### src/rtl/mem_access_unit.sv
// Data-memory sequencer: turns lb/lw/sb/sw into one or two byte beats on an 8-bit req/ack port.
// Latency: mem_req one cycle after start, done one cycle after the final ack (byte 2, halfword 3 with zero wait).
// Backpressure: beats hold until mem_ack or the per-beat timeout expires; start is dropped while busy.
module mem_access_unit #(
    parameter int ADDR_W  = 16,
    parameter int TIMEOUT = 15
) (
    input  logic              clk,
    input  logic              rst_n,
    input  logic              start,
    input  logic              wmem,
    input  logic              memc,
    input  logic [ADDR_W-1:0] addr,
    input  logic [15:0]       wdata,
    output logic              busy,
    output logic              done,
    output logic              err,
    output logic [15:0]       rdata,
    output logic              mem_req,
    output logic              mem_we,
    output logic [ADDR_W-1:0] mem_addr,
    output logic [7:0]        mem_wdata,
    input  logic [7:0]        mem_rdata,
    input  logic              mem_ack
);

    localparam logic [1:0] IDLE  = 2'd0;
    localparam logic [1:0] BEAT0 = 2'd1;
    localparam logic [1:0] BEAT1 = 2'd2;

    localparam int CNT_W = (TIMEOUT < 2) ? 1 : $clog2(TIMEOUT + 1);
    localparam logic [CNT_W-1:0] TMAX = CNT_W'(TIMEOUT);

    logic [1:0]       state;
    logic             memc_q;
    logic [7:0]       wdata_hi;
    logic [7:0]       b0_q;
    logic [CNT_W-1:0] wait_cnt;
    logic             tmo;

    // Ack has priority: a timeout only fires on a cycle with no ack.
    assign tmo = (TIMEOUT != 0) && (wait_cnt == TMAX) && !mem_ack;

    always_ff @(posedge clk or negedge rst_n) begin
        if (!rst_n) begin
            state     <= IDLE;
            memc_q    <= 1'b0;
            wdata_hi  <= 8'h00;
            b0_q      <= 8'h00;
            wait_cnt  <= '0;
            busy      <= 1'b0;
            done      <= 1'b0;
            err       <= 1'b0;
            rdata     <= 16'h0000;
            mem_req   <= 1'b0;
            mem_we    <= 1'b0;
            mem_addr  <= '0;
            mem_wdata <= 8'h00;
        end else begin
            done <= 1'b0;
            err  <= 1'b0;
            case (state)
                IDLE: begin
                    if (start) begin
                        state     <= BEAT0;
                        memc_q    <= memc;
                        wdata_hi  <= wdata[15:8];
                        wait_cnt  <= '0;
                        busy      <= 1'b1;
                        mem_req   <= 1'b1;
                        mem_we    <= wmem;
                        mem_addr  <= addr;
                        mem_wdata <= wdata[7:0];
                    end
                end
                BEAT0: begin
                    if (mem_ack) begin
                        b0_q <= mem_rdata;
                        if (memc_q) begin
                            state     <= BEAT1;
                            wait_cnt  <= '0;
                            mem_addr  <= mem_addr + ADDR_W'(1);
                            mem_wdata <= wdata_hi;
                        end else begin
                            state   <= IDLE;
                            busy    <= 1'b0;
                            mem_req <= 1'b0;
                            done    <= 1'b1;
                            if (!mem_we)
                                rdata <= {{8{mem_rdata[7]}}, mem_rdata};
                        end
                    end else if (tmo) begin
                        state   <= IDLE;
                        busy    <= 1'b0;
                        mem_req <= 1'b0;
                        err     <= 1'b1;
                    end else begin
                        wait_cnt <= wait_cnt + CNT_W'(1);
                    end
                end
                BEAT1: begin
                    if (mem_ack) begin
                        state   <= IDLE;
                        busy    <= 1'b0;
                        mem_req <= 1'b0;
                        done    <= 1'b1;
                        if (!mem_we)
                            rdata <= {mem_rdata, b0_q};
                    end else if (tmo) begin
                        state   <= IDLE;
                        busy    <= 1'b0;
                        mem_req <= 1'b0;
                        err     <= 1'b1;
                    end else begin
                        wait_cnt <= wait_cnt + CNT_W'(1);
                    end
                end
                default: begin
                    state   <= IDLE;
                    busy    <= 1'b0;
                    mem_req <= 1'b0;
                end
            endcase
        end
    end

endmodule

### config.mk
export PLATFORM = sky130hd
export DESIGN_NAME = mem_access_unit
export DESIGN_NICKNAME = d
export VERILOG_FILES = /design/src/rtl/mem_access_unit.sv
export SDC_FILE = /design/constraint.sdc
export NUM_CORES = 1
export LEC_CHECK = 0
export ABC_AREA = 1
export ABC_CLOCK_PERIOD_IN_PS = 1900
export CORE_MARGIN = 2
export CORE_UTILIZATION = 49
export DETAILED_ROUTE_END_ITERATION = 7
export GPL_ROUTABILITY_DRIVEN = 0
export PLACE_DENSITY_LB_ADDON = 0.3
export SYNTH_ARGS = -nofsm -noshare
export SYNTH_HDL_FRONTEND = slang
export SYNTH_SLANG_ARGS = --single-unit
### constraint.sdc
create_clock -name clk -period 1.9 [get_ports clk]
set_input_delay 0.19 -clock clk [delete_from_list [all_inputs] [get_ports clk]]
set_output_delay 0.19 -clock clk [all_outputs]
set_load 0.005 [all_outputs]
* After elaboration in Yosys (flattened, before gate mapping)
Cells that the tools add are included.
** Storage, ports and cells
- Memories :: 0
- Register bits :: 68
- Input port bits :: 46
- Latch bits :: 0
- ROM bits :: 0
- Output and inout port bits :: 45
- Word-level logic and storage cells :: 84
- Memory bits (writable) :: 0
** Cells by class
- Reduce and logical (&&, ||, !) cells :: 13
- Mux-type cells :: 43
- Div/mod/pow operators :: 0
- Shift-type cells :: 0
- Magnitude comparators :: 0
- Equality and inequality tests :: 13
- Add/sub/neg operators :: 2
- Bitwise logic cells :: 0
- Multiply operators :: 0
** Operator list (number)
- 2-to-1 mux 16 bit :: 8
- one-hot mux 16 bit (2 select lines) :: 2
- 2-to-1 mux 8 bit :: 3
- 2-to-1 mux 4 bit :: 5
- adder 16 x 1 -> 16 bit, second input constant :: 1
- inequality test 2 bit, second input constant :: 8
- one-hot mux 8 bit (2 select lines) :: 1
- 2-to-1 mux 1 bit :: 14
- one-hot mux 4 bit (3 select lines) :: 1
- 2-to-1 mux 2 bit :: 5
- AND reduction 4 bit :: 2
- inequality test 3 bit, second input constant :: 2
- one-hot mux 1 bit (3 select lines) :: 2
- one-hot mux 2 bit (3 select lines) :: 1
- AND reduction 2 bit :: 3
- AND reduction 6 bit :: 1
- adder 4 x 1 -> 4 bit, second input constant :: 1
- == test 4 bit, second input constant :: 1
- nonzero test 2 bit :: 2
- nonzero test 3 bit :: 1
- == test 2 x 1 -> 1 bit, second input constant :: 1
- == test 2 bit, second input constant :: 1
- logical NOT 2 bit :: 1
- one-hot mux 1 bit (2 select lines) :: 1
- 3 further kinds :: 3

* Logic depth before layout (Yosys ltp)
Gate-level depths: netlist (run 1).
- Word-level depth :: 5
- Depth in mapped cells :: 11
- Mapped depth without buffers :: 10

* Worst setup path before layout (run 1)
No wires, ideal clock.
- Path type :: reg-to-reg
- Start :: register state[1]
- End :: register wait_cnt[1]
- Path buffers :: 1
- Slack :: 0.409 ns
- Data arrival time :: 1.373 ns
- Cell stages (with the launch flop) :: 12
- Library setup time :: 0.118 ns
- Data required time :: 1.782 ns
- Clock period less this slack :: 1.491 ns
- Cells stage by stage :: dfrtp_1 > inv_1 > ha_1 > buf_4 > nand2_1 > nand2_1 > nand2_1 > nand2_1 > nor2_1 > inv_1 > nor2_1 > nor2_1
** Between the ends
- Word-level cells in the longest chain between the ends :: 3
- Elaborated cells on any way between the ends :: 9
- Classes of those cells :: eq/ne (5); mux (1); reduce/logical (3)
** Ends and longest elaborated chain
- start: declaration :: RTL line 34 : logic [1:0] state;
- start signal: assignment :: RTL line 46 : state <= IDLE;
- start signal: assignment :: RTL line 65 : state <= BEAT0;
- start signal: assignment :: RTL line 80 : state <= BEAT1;
- == test 2 x 1 -> 1 bit, or another cell as far along :: RTL line 62 : case (state)
- inequality test 3 bit (no source line), or another cell as far along
- AND reduction 4 bit (no source line)
- end signal: assignment :: RTL line 98 : wait_cnt <= wait_cnt + CNT_W'(1);
- end signal: assignment :: RTL line 115 : wait_cnt <= wait_cnt + CNT_W'(1);
- end: declaration :: RTL line 38 : logic [CNT_W-1:0] wait_cnt;
Several ways; a longest one is shown, not always the timed one.
A chain may end at the register's enable or synchronous reset.

* Final worst setup path (run 1)
- Start :: register state[1]
- End :: register mem_addr[5]
** Between the ends
- Word-level cells in the longest chain between the ends :: 3
- Elaborated cells on any way between the ends :: 8
- Classes of those cells :: eq/ne (4); mux (1); reduce/logical (3)
** Ends and longest elaborated chain
- == test 2 x 1 -> 1 bit / logical NOT 2 bit (equally long branches) :: RTL line 62
- inequality test 2 bit (no source line) / nonzero test 2 bit (equally long branches)
- AND reduction 4 bit (no source line)
- end signal: assignment :: RTL line 72 : mem_addr <= addr;
- end signal: assignment :: RTL line 82 : mem_addr <= mem_addr + ADDR_W'(1);
- end: declaration :: RTL line 21 : output logic [ADDR_W-1:0] mem_addr,
Several ways; a longest one is shown, not always the timed one.

==> results.json, run 1 <==
{
  "run_status": "complete, no violations",
  "cts_root_buf": "clkbuf_8",
  "synth_cell_types": 29,
  "antenna_found_initial": 0,
  "required_ns": 2.16,
  "synth_top_area_share_pct": 48.4,
  "io_buffers": 90,
  "hold_ws_ns": 0.412,
  "crit_end": "mem_addr[5]",
  "wire_per_inst_um": 12.9,
  "crit_path_start": "state[1]",
  "syn_area_per_cell_um2": 7.83,
  "crit_path_end_kind": "flop",
  "viasPerCell": 5.13,
  "seq_area_frac_synth_pct": 48.4,
  "tightest_slew_ns": 0.657,
  "slew_headroom_pct": 56.2,
  "leakage_uw": 0.00221,
  "synth_edf_count": 0,
  "clk_latency_ns": 0.34,
  "layout-drive-gt1-share_pct": 8.55,
  "fin_nets": 586,
  "reg2reg_from": "state[1]",
  "ys_seq_elements": 67,
  "fp-row-count": 30,
  "die_w_um": 88.1,
  "worst-r2r-setup-slack_ns": 0.13,
  "drt-total-wl_um": 8190,
  "drc": 0,
  "finalMaxSlewViolations": 0,
  "period_minus_slack_ns": 1.77,
  "cts_buffers": 9,
  "grt_pass1_vias": 3038,
  "fin_setup_tns_ns": 0,
  "cts_setup_buffers": 0,
  "overflow": 0,
  "cts_tree": "yes",
  "routed-via-count": 3253,
  "start_util_pct": 50.7,
  "dp_hpwl_um": 5880,
  "period_share_pct": 93.1,
  "area_delta_synth_final_pct": 36.3,
  "synth_area_leader_cell": "dfrtp_1",
  "max_cap_viol_count": 0,
  "use_met2_pct": 38.8,
  "hold_viol_final": 0,
  "dr.pass1.iters": 4,
  "cp-start-kind": "flop",
  "clock-sinks": 67,
  "gr-usage-all-layers_pct": 22.3,
  "top_usage_layer": "met2",
  "yosysMostFrequentCell": "nand2_1",
  "skew_ns": 0.00693,
  "rsz0062_at_grt": "false",
  "fmax_ghz": 0.565,
  "r2r-end": "mem_addr[5]",
  "die_h_um": 88.1,
  "ios": 91,
  "crit_path_max_fanout": 30,
  "p_total_uw": 7590,
  "core_um2": 6830,
  "synthesis.area_um2": 3460,
  "synthArstFlopShare_pct": 100,
  "grt_util_met1_pct": 27.5,
  "syn_nets": 494,
  "critical_path_class": "reg2reg",
  "clockBufferDepth": 2,
  "setup_viol": 0,
  "dr.first_iter.drc_count": 147,
  "antenna_cells": 0,
  "yosysWarnings": 0,
  "hold_path_class": "in2async",
  "die_area_um2": 7750,
  "rr_worst_depth": 8,
  "p_per_area_nw_per_um2": 1610,
  "h-tree-depth": 3,
  "antenna_left": 0,
  "synthFlopType": "dfrtp_1",
  "grt_max_degree": 40,
  "worst_ep_arrival_time_ns": 2.03,
  "grt_pass1_wl_um": 13500,
  "synthCells": 442,
  "yosys-top-cells-area": "dfrtp_1 (48%), nand2_1 (15%), o21ai_0 (7.1%), nor2_1 (5.3%), inv_1 (4.2%)",
  "final_util_pct": 69.1,
  "clkTransAtPathRegs_ns": 0.08,
  "synth_commonest_cells": "nand2_1 (140), dfrtp_1 (67), nor2_1 (49), o21ai_0 (49), inv_1 (39)",
  "use_met3_pct": 6.22,
  "ir_worst_vdd_mv": 0.854
}
## cells by family after synthesis
kind of cell / synth area share [%]
flops: 48.4
fa+ha+maj: 2.17
compound gates: 13.5
mux: 2.93
simple gates: 25.4
buf+inv: 7.59
## per-stage QoR
stage	cells	setup slack, ns	area, um^2
final	634	0.132	4720
after global routing	634	0.0156	4720
after CTS	634	0.0236	4690
after detailed placement	618	-0.0501	4440
after global placement	618	0.0768	4440
after floorplan	442	0.409	3460
## how the worst min path moves through the flow
stage | from | end | depth (start not counted)
2_1_floorplan | rst_n | b0_q[0] | 0
3_3_place_gp | rst_n | mem_addr[15] | 1
3_5_place_dp | rst_n | mem_addr[5] | 1
4_1_cts | wdata[5] | mem_wdata[5] | 3
5_1_grt | wdata[5] | mem_wdata[5] | 3
6_report | rst_n | mem_addr[5] | 2
## state kept, by name, summed over array words and instances (netlist names), 2 cells and up
name       cells
mem_wdata      8
state          2
wait_cnt       4
mem_addr      16
rdata         16
wdata_hi       8
b0_q           8
## critical path, cell delays in order, from the launching register on
cell     delay (ns)
dfrtp_1        0.42
inv_1          0.14
ha_4           0.21
inv_1          0.07
o21ai_1        0.20
nand2_4        0.20
inv_8          0.20
o21ai_0        0.13
o22ai_2        0.12
## area by class of cell
cell class,instances,area [um^2]
Clock inverter,6,113
Tap cell,96,120
Clock buffer,9,124
Timing Repair Buffer,98,971
Inverter,42,165
Sequential cell,67,1680
Multi-Input combinational cell,316,1550
Fill cell,582,2110
## repair_timing
action / in CTS / in global routing
endpoints found under the setup margin: 22 / 28
hold endpoints to repair: 26 / 0
hold buffers: 1 / 0
pin swaps: 0 / 0
resized for setup: 1 / 6
## where the power goes
part / total (uW) / switching (uW) / internal (uW)
logic: 3540 / 1810 / 1730
registers: 2620 / 527 / 2100
clock network: 1420 / 552 / 872
total: 7590 / 2890 / 4700
## per-layer routing
metal  share of wire, %  wire [um]
met5                  0          0
met4               0.78         64
met3                7.2        586
met2                 51       4150
met1                 41       3390
## placed cells by master (no fill, tap or decap), types with 2 or more instances in the layout
master | Yosys | layout
nand2_1 | 140 | 140
clkdlybuf4s50_1 | 0 | 89
dfrtp_1 | 67 | 66
o21ai_0 | 49 | 49
nor2_1 | 49 | 47
inv_1 | 39 | 39
nand3_1 | 22 | 22
a21oi_1 | 12 | 12
mux2_2 | 9 | 9
clkbuf_8 | 0 | 9
a31oi_1 | 7 | 7
buf_4 | 4 | 6
ha_1 | 6 | 5
nand4_1 | 4 | 4
o21ai_1 | 3 | 3
o22ai_1 | 3 | 3
bufinv_16 | 0 | 3
inv_2 | 2 | 2
o21a_1 | 2 | 2
a31oi_2 | 2 | 2
nor2_2 | 0 | 2
inv_6 | 0 | 2
No activity file was read; power rests on OpenSTA's default activity.
==> run 2: changes to the inputs <==
- CTS_CLUSTER_DIAMETER: not set -> 100
==> results of run 2 <==
The final DEF is identical to that of run 1; final timing and power are the same.
